[src/rtl/arbiter_types.sv]
// Shared types for the L1-to-pmem arbiter: FSM state encoding and datapath select values.
package arbiter_types;

    typedef enum logic [1:0] {
        ARB_IDLE,
        ARB_SERVE_I,
        ARB_SERVE_D
    } arb_state_t;

    localparam logic ARB_SEL_I = 1'b0;
    localparam logic ARB_SEL_D = 1'b1;

endpackage

[src/rtl/arbiter_control.sv]
// Control FSM that shares the physical memory port between the I-cache and D-cache,
// alternating grants on contention and routing the completion back to the owner.
module arbiter_control
    import arbiter_types::*;
(
    input  logic clk,
    input  logic rst,
    input  logic mem_read_i,
    input  logic mem_read_d,
    input  logic mem_write_d,
    input  logic pmem_resp,
    output logic mux_sel,
    output logic pmem_read,
    output logic pmem_write,
    output logic mem_resp_i,
    output logic mem_resp_d,
    output logic busy
);

    arb_state_t state;
    logic       last_d;
    logic       op_write;
    logic       req_d;
    logic       grant_i;
    logic       grant_d;

    // On contention the requester that was not served last wins.
    assign req_d   = mem_read_d | mem_write_d;
    assign grant_i = mem_read_i & (~req_d | last_d);
    assign grant_d = req_d & (~mem_read_i | ~last_d);

    assign mem_resp_i = pmem_resp && (state == ARB_SERVE_I);
    assign mem_resp_d = pmem_resp && (state == ARB_SERVE_D);

    // Strobes and select are registered alongside the state so they are glitch-free
    // and stay frozen for the whole SERVE state, whatever the requesters do meanwhile.
    always_ff @(posedge clk or posedge rst) begin
        if (rst) begin
            state      <= ARB_IDLE;
            last_d     <= 1'b1;
            op_write   <= 1'b0;
            mux_sel    <= ARB_SEL_I;
            pmem_read  <= 1'b0;
            pmem_write <= 1'b0;
            busy       <= 1'b0;
        end else begin
            case (state)
                ARB_IDLE: begin
                    if (grant_i) begin
                        state      <= ARB_SERVE_I;
                        last_d     <= 1'b0;
                        mux_sel    <= ARB_SEL_I;
                        pmem_read  <= 1'b1;
                        pmem_write <= 1'b0;
                        busy       <= 1'b1;
                    end else if (grant_d) begin
                        state      <= ARB_SERVE_D;
                        last_d     <= 1'b1;
                        op_write   <= mem_write_d;
                        mux_sel    <= ARB_SEL_D;
                        pmem_read  <= ~mem_write_d;
                        pmem_write <= mem_write_d;
                        busy       <= 1'b1;
                    end
                end
                ARB_SERVE_I, ARB_SERVE_D: begin
                    if (pmem_resp) begin
                        state      <= ARB_IDLE;
                        mux_sel    <= ARB_SEL_I;
                        pmem_read  <= 1'b0;
                        pmem_write <= 1'b0;
                        busy       <= 1'b0;
                    end
                end
                default: begin
                    state      <= ARB_IDLE;
                    mux_sel    <= ARB_SEL_I;
                    pmem_read  <= 1'b0;
                    pmem_write <= 1'b0;
                    busy       <= 1'b0;
                end
            endcase
        end
    end

endmodule

[config.mk]
export PLATFORM = sky130hd
export DESIGN_NAME = arbiter_control
export DESIGN_NICKNAME = d
export VERILOG_FILES = /design/src/rtl/arbiter_types.sv /design/src/rtl/arbiter_control.sv
export SDC_FILE = /design/constraint.sdc
export NUM_CORES = 1
export LEC_CHECK = 0
export CAP_MARGIN = 20
export CORE_AREA = 5 5 42 44
export CTS_CLUSTER_SIZE = 20
export DETAILED_ROUTE_END_ITERATION = 16
export DIE_AREA = 0 0 47 49
export GPL_TIMING_DRIVEN = 0
export PLACE_DENSITY = 0.59
export RECOVER_POWER = 100
export SLEW_MARGIN = 20
export SYNTH_ARGS = -nofsm -noshare
export SYNTH_HDL_FRONTEND = slang
export SYNTH_SLANG_ARGS = --single-unit
[constraint.sdc]
create_clock -name clk -period 1.2 [get_ports clk]
set_input_delay 0.24 -clock clk [delete_from_list [all_inputs] [get_ports clk]]
set_output_delay 0.24 -clock clk [all_outputs]
set_load 0.02 [all_outputs]
Word level (Yosys, flattened, before mapping)
Index checks and enable logic that the tools add are counted.

cells by class
  reduce and logical (&&, ||, !) cells = 7
  shifts and indexed selects = 0
  multipliers = 0
  bitwise logic cells = 9
  add/subtract/negate cells = 0
  div/mod/pow operators = 0
  eq/ne operators = 4
  magnitude comparators = 0
  multiplexer cells = 16

operators with widths
  cell                                            count
  two-way mux 1 bit                               8
  one-hot mux 1 bit (2 select lines)              4
  two-way mux 2 bit                               3
  NOT 1 bit                                       4
  one-hot mux 2 bit (2 select lines)              1
  AND reduction 2 bit                             2
  != test 3 bit (second input constant)           1
  OR 1 bit                                        3
  AND 1 bit                                       2
  == test 2 x 1 -> 1 bit (second input constant)  1
  == test 2 bit (second input constant)           1
  logical AND 1 bit                               2
  zero test 2 bit                                 1
  != test 2 bit (second input constant)           1
  nonzero test 2 bit                              1
  OR reduction 2 bit                              1

storage, ports and cells
  logic and storage cells = 42
  memories kept = 0
  register bits after elaboration = 7
  memory bits (read-only) = 0
  RAM bits = 0
  latch bits = 0

Longest topological paths before layout
  word-level depth = 6
  mapped depth = 6
  gate-level depth less buffers = 5

Worst setup path before layout
OpenSTA, ideal clock, no wires.

  kind = register to register
  from = reg state[1]
  to = reg state[0]
  path buffers = 0
  library setup time = 0.131 ns
  cell stages (with the launch flop) = 6
  slack = -0.195 ns
  data arrival time = 1.264 ns
  data required time = 1.069 ns
  period minus slack after synthesis = 1.395 ns
  cell sequence = dfrtp_1 inv_1 ha_1 and2b_4 a21oi_1 o32ai_2

on the way
  cells in the longest elaborated chain, start to end = 4

RTL lines
  item                                                            RTL line               RTL
  from (decl)                                                     arbiter_control.sv:20  arb_state_t state;
  from (signal assigned)                                          arbiter_control.sv:39  state <= ARB_IDLE;
  from (signal assigned)                                          arbiter_control.sv:50  state <= ARB_SERVE_I;
  from (signal assigned)                                          arbiter_control.sv:57  state <= ARB_SERVE_D;
  == test 2 x 1 -> 1 bit / == test 2 bit (equally long branches)  arbiter_control.sv:47  case (state)
  OR reduction 2 bit                                              arbiter_control.sv:47
  != test 2 bit (no line)                                         n/a
  AND reduction 2 bit (no line)                                   n/a

Several ways; a longest one is shown, not always the timed one.
A chain may end at the register's enable or synchronous reset.

Worst setup path in the final report
  from = reg state[0]
  to = out mem_resp_d

on the way
  cells in the longest elaborated chain, start to end = 2

RTL lines
  item               RTL line               RTL
  == test 2 bit      arbiter_control.sv:33  assign mem_resp_d = pmem_resp && (state == ARB_SERVE_D);
  logical AND 1 bit  arbiter_control.sv:33
  to (decl)          arbiter_control.sv:16  output logic mem_resp_d,

Every way passes these cells.

==> impl_metrics.toml <==
[synthesis]
synth_cells = 43
yosysSeqAreaShare = 0.399
synth_area_leaders = "dfrtp_1 (33%), ha_1 (9.9%), dfstp_2 (6.9%), inv_1 (5.9%), nand2_1 (5.0%)"
synth_top_cell_area_share = 0.330
syn-cell-area_um2 = 379
synth.most_common_cell = "inv_1"
yosys.cell_types.count = 21
synth_fp_nets = 52
yosys_warnings = 0
synth_ff_type = "dfrtp_1"
synth_common_cells = "inv_1 (6), dfrtp_1 (5), nand2_1 (5)"
yosys.area.top_type = "dfrtp_1"
async_flop_share = 1.00
synth.avg_cell_area_um2 = 8.82
ys_ff_latch = 6
synth_edf_count = 0

[route]
vias = 343
wl_um = 765
firstDrtPassIters = 4
detail-route-antenna-nets = 0
viasPerCell = 4.57
drt_iter0_drc = 4
routedWlPerCell_um = 10.2
drc = 0

[worst_setup_path]
endpoint_kind = "primary output"
startpoint_type = "register"
cp_slowest_cell = "dfrtp_1"
arrival_ns = 1.10
reg2reg_depth = 6
r2r-end = "busy"
slowest_delay_ns = 0.38
cp_cell_sequence = "inv_2 > ha_2 > and2_1 > buf_6"
crit_start = "state[0]"
cp_max_fo = 3
ff2ff_setup_slack_ns = -0.09
worstSetupEndpoint = "mem_resp_d"
critPathRequiredTime_ns = 0.96
reg2reg_from = "state[1]"
path_class = "register to primary output"

[clock_network]
clkLatencyLatePin_ns = 0.24
cts_max_level = 1
cts.sink_count = 6
cts_buffers = 3
cts_max_path_buffers = 2
cts_tree = "built"
clkTransAtPathRegs_ns = 0.04
root_buffer = "clkbuf_4"

[layout]
area_growth_pct = 56.8
drive_gt1_frac = 0.475
antenna_cells = 0
fillerInstances = 144
nets = 69
stdcell_area_um2 = 594
fin_util = 0.424

[sta]
fin_crit_sh = 1.12
fin_ws_ns = -0.139
slew_headroom = 0.814
max_freq_ghz = 0.747
setup_viol = 7
period_needed_ns = 1.34
report.final.slew_viol_count = 0
hold_violations = 0
skew_ns = 0.00358
worstMarginPinSlew_ns = 0.278
rsz0062_at_grt = "yes"

[floorplanning]
dieArea_mm2 = 0.00230
ios = 12
die_x_um = 47
fp-row-count = 14
die_h_um = 49
start_util = 0.271
core_mm2 = 0.00140

[grt]
grt_pass1_vias = 312
grt_max_degree = 10
globalRoute.totalOverflow = 0
antenna_found_initial = 0
grt_pass1_wl_um = 1330
grt_util_all_layers = 0.0842

[power_and_ir_drop]
peakVddDrop_uv = 1140
leakage_nw = 0.256
p_per_area_mw_per_mm2 = 2380

[min_path]
min_path_type = "primary input to async pin"

[status]
status = "complete, but fails checks"
violations = "negative setup slack"

[place]
placed_cell_area_um2 = 527
numPortBuffers = 11
routabilityCongestion = 0.679

[job]
max_cap_viol_count = 0
==> cell families (layout without fill, tap and decap cells) <==
logic type,Yosys count,in the layout,synth area share
and+or+nand+nor,16,16,0.224
DFF,6,6,0.399
buffers and inverters,7,23,0.0726
AOI/OAI and AO/OA,11,11,0.205
adders and majority gates,3,3,0.0990
==> flip-flops by register name (all words and copies together), names as in the netlist <==
name        cells
pmem_read       1
last_d          1
busy            1
pmem_write      1
state           2
==> power by group <==
part / switching [mW] / internal, mW
clock network: 0.0692 / 0.126
registers: 0.0645 / 0.310
logic: 0.440 / 0.405
total: 0.574 / 0.841
==> per-stage QoR <==
step | hold WS [ns] | setup TNS, ns | instances | setup WS [ns] | power (mW)
2_1_floorplan | 0.0302 | -0.0840 | 43 | -0.0245 | 0.857
3_3_place_gp | 0.455 | -1.72 | 70 | -0.509 | 1.11
3_5_place_dp | 0.456 | -1.77 | 70 | -0.534 | 1.12
4_1_cts | 0.192 | -0.666 | 74 | -0.170 | 1.35
5_1_grt | 0.335 | -1.01 | 75 | -0.199 | 1.54
6_report | 0.333 | -0.610 | 75 | -0.139 | 1.41
==> how the worst min path moves through the flow <==
stage	cells after the start	slack, ns	startpoint	end
2_1_floorplan	1	0.03	rst	busy
3_5_place_dp	2	0.46	rst	state[0]
6_report	2	0.33	rst	pmem_read
5_1_grt	2	0.33	rst	busy
4_1_cts	2	0.19	rst	pmem_read
3_3_place_gp	2	0.46	rst	state[0]
==> cell type report <==
cell class | count | area, um2 | area share
clock buffers | 4 | 26.3 | 0.0442
inverters | 6 | 22.5 | 0.0379
multi-input cells | 30 | 248 | 0.417
flip-flops and latches | 6 | 153 | 0.257
well taps | 16 | 20.0 | 0.0337
repair buffers | 13 | 125 | 0.211
==> what timing repair did <==
action	4_1_cts	5_1_grt
hold buffers	0	0
setup buffers	1	1
setup endpoints to repair	12	11
resized for setup	20	14
pin swaps	6	3
==> worst max-delay path: cells and delay by family, from the launching register on <==
kind | cells | cell delay, ns
adders and majority gates | 1 | 0.15
buffers and inverters | 2 | 0.20
and+or+nand+nor | 1 | 0.12
DFF | 1 | 0.38
==> layer usage <==
metal  part of all wire  global-route usage
met1               0.44               0.107
met2               0.51               0.106
met3              0.013              0.0221
met4              0.035              0.0829
met5                  0                   0
==> cell usage in the layout, fill, tap and decap left out, types with 2 or more instances in the layout <==
cell type / count
a21oi_2: 3
buf_6: 4
clkbuf_2: 2
clkbuf_4: 3
clkdlybuf4s15_1: 2
clkdlybuf4s50_1: 4
dfrtp_1: 4
inv_1: 4
inv_2: 2
nand2_1: 3
nand2_2: 2
nor2_1: 2
nor2_2: 2
Note: power is estimated with default switching activity, not from simulation.
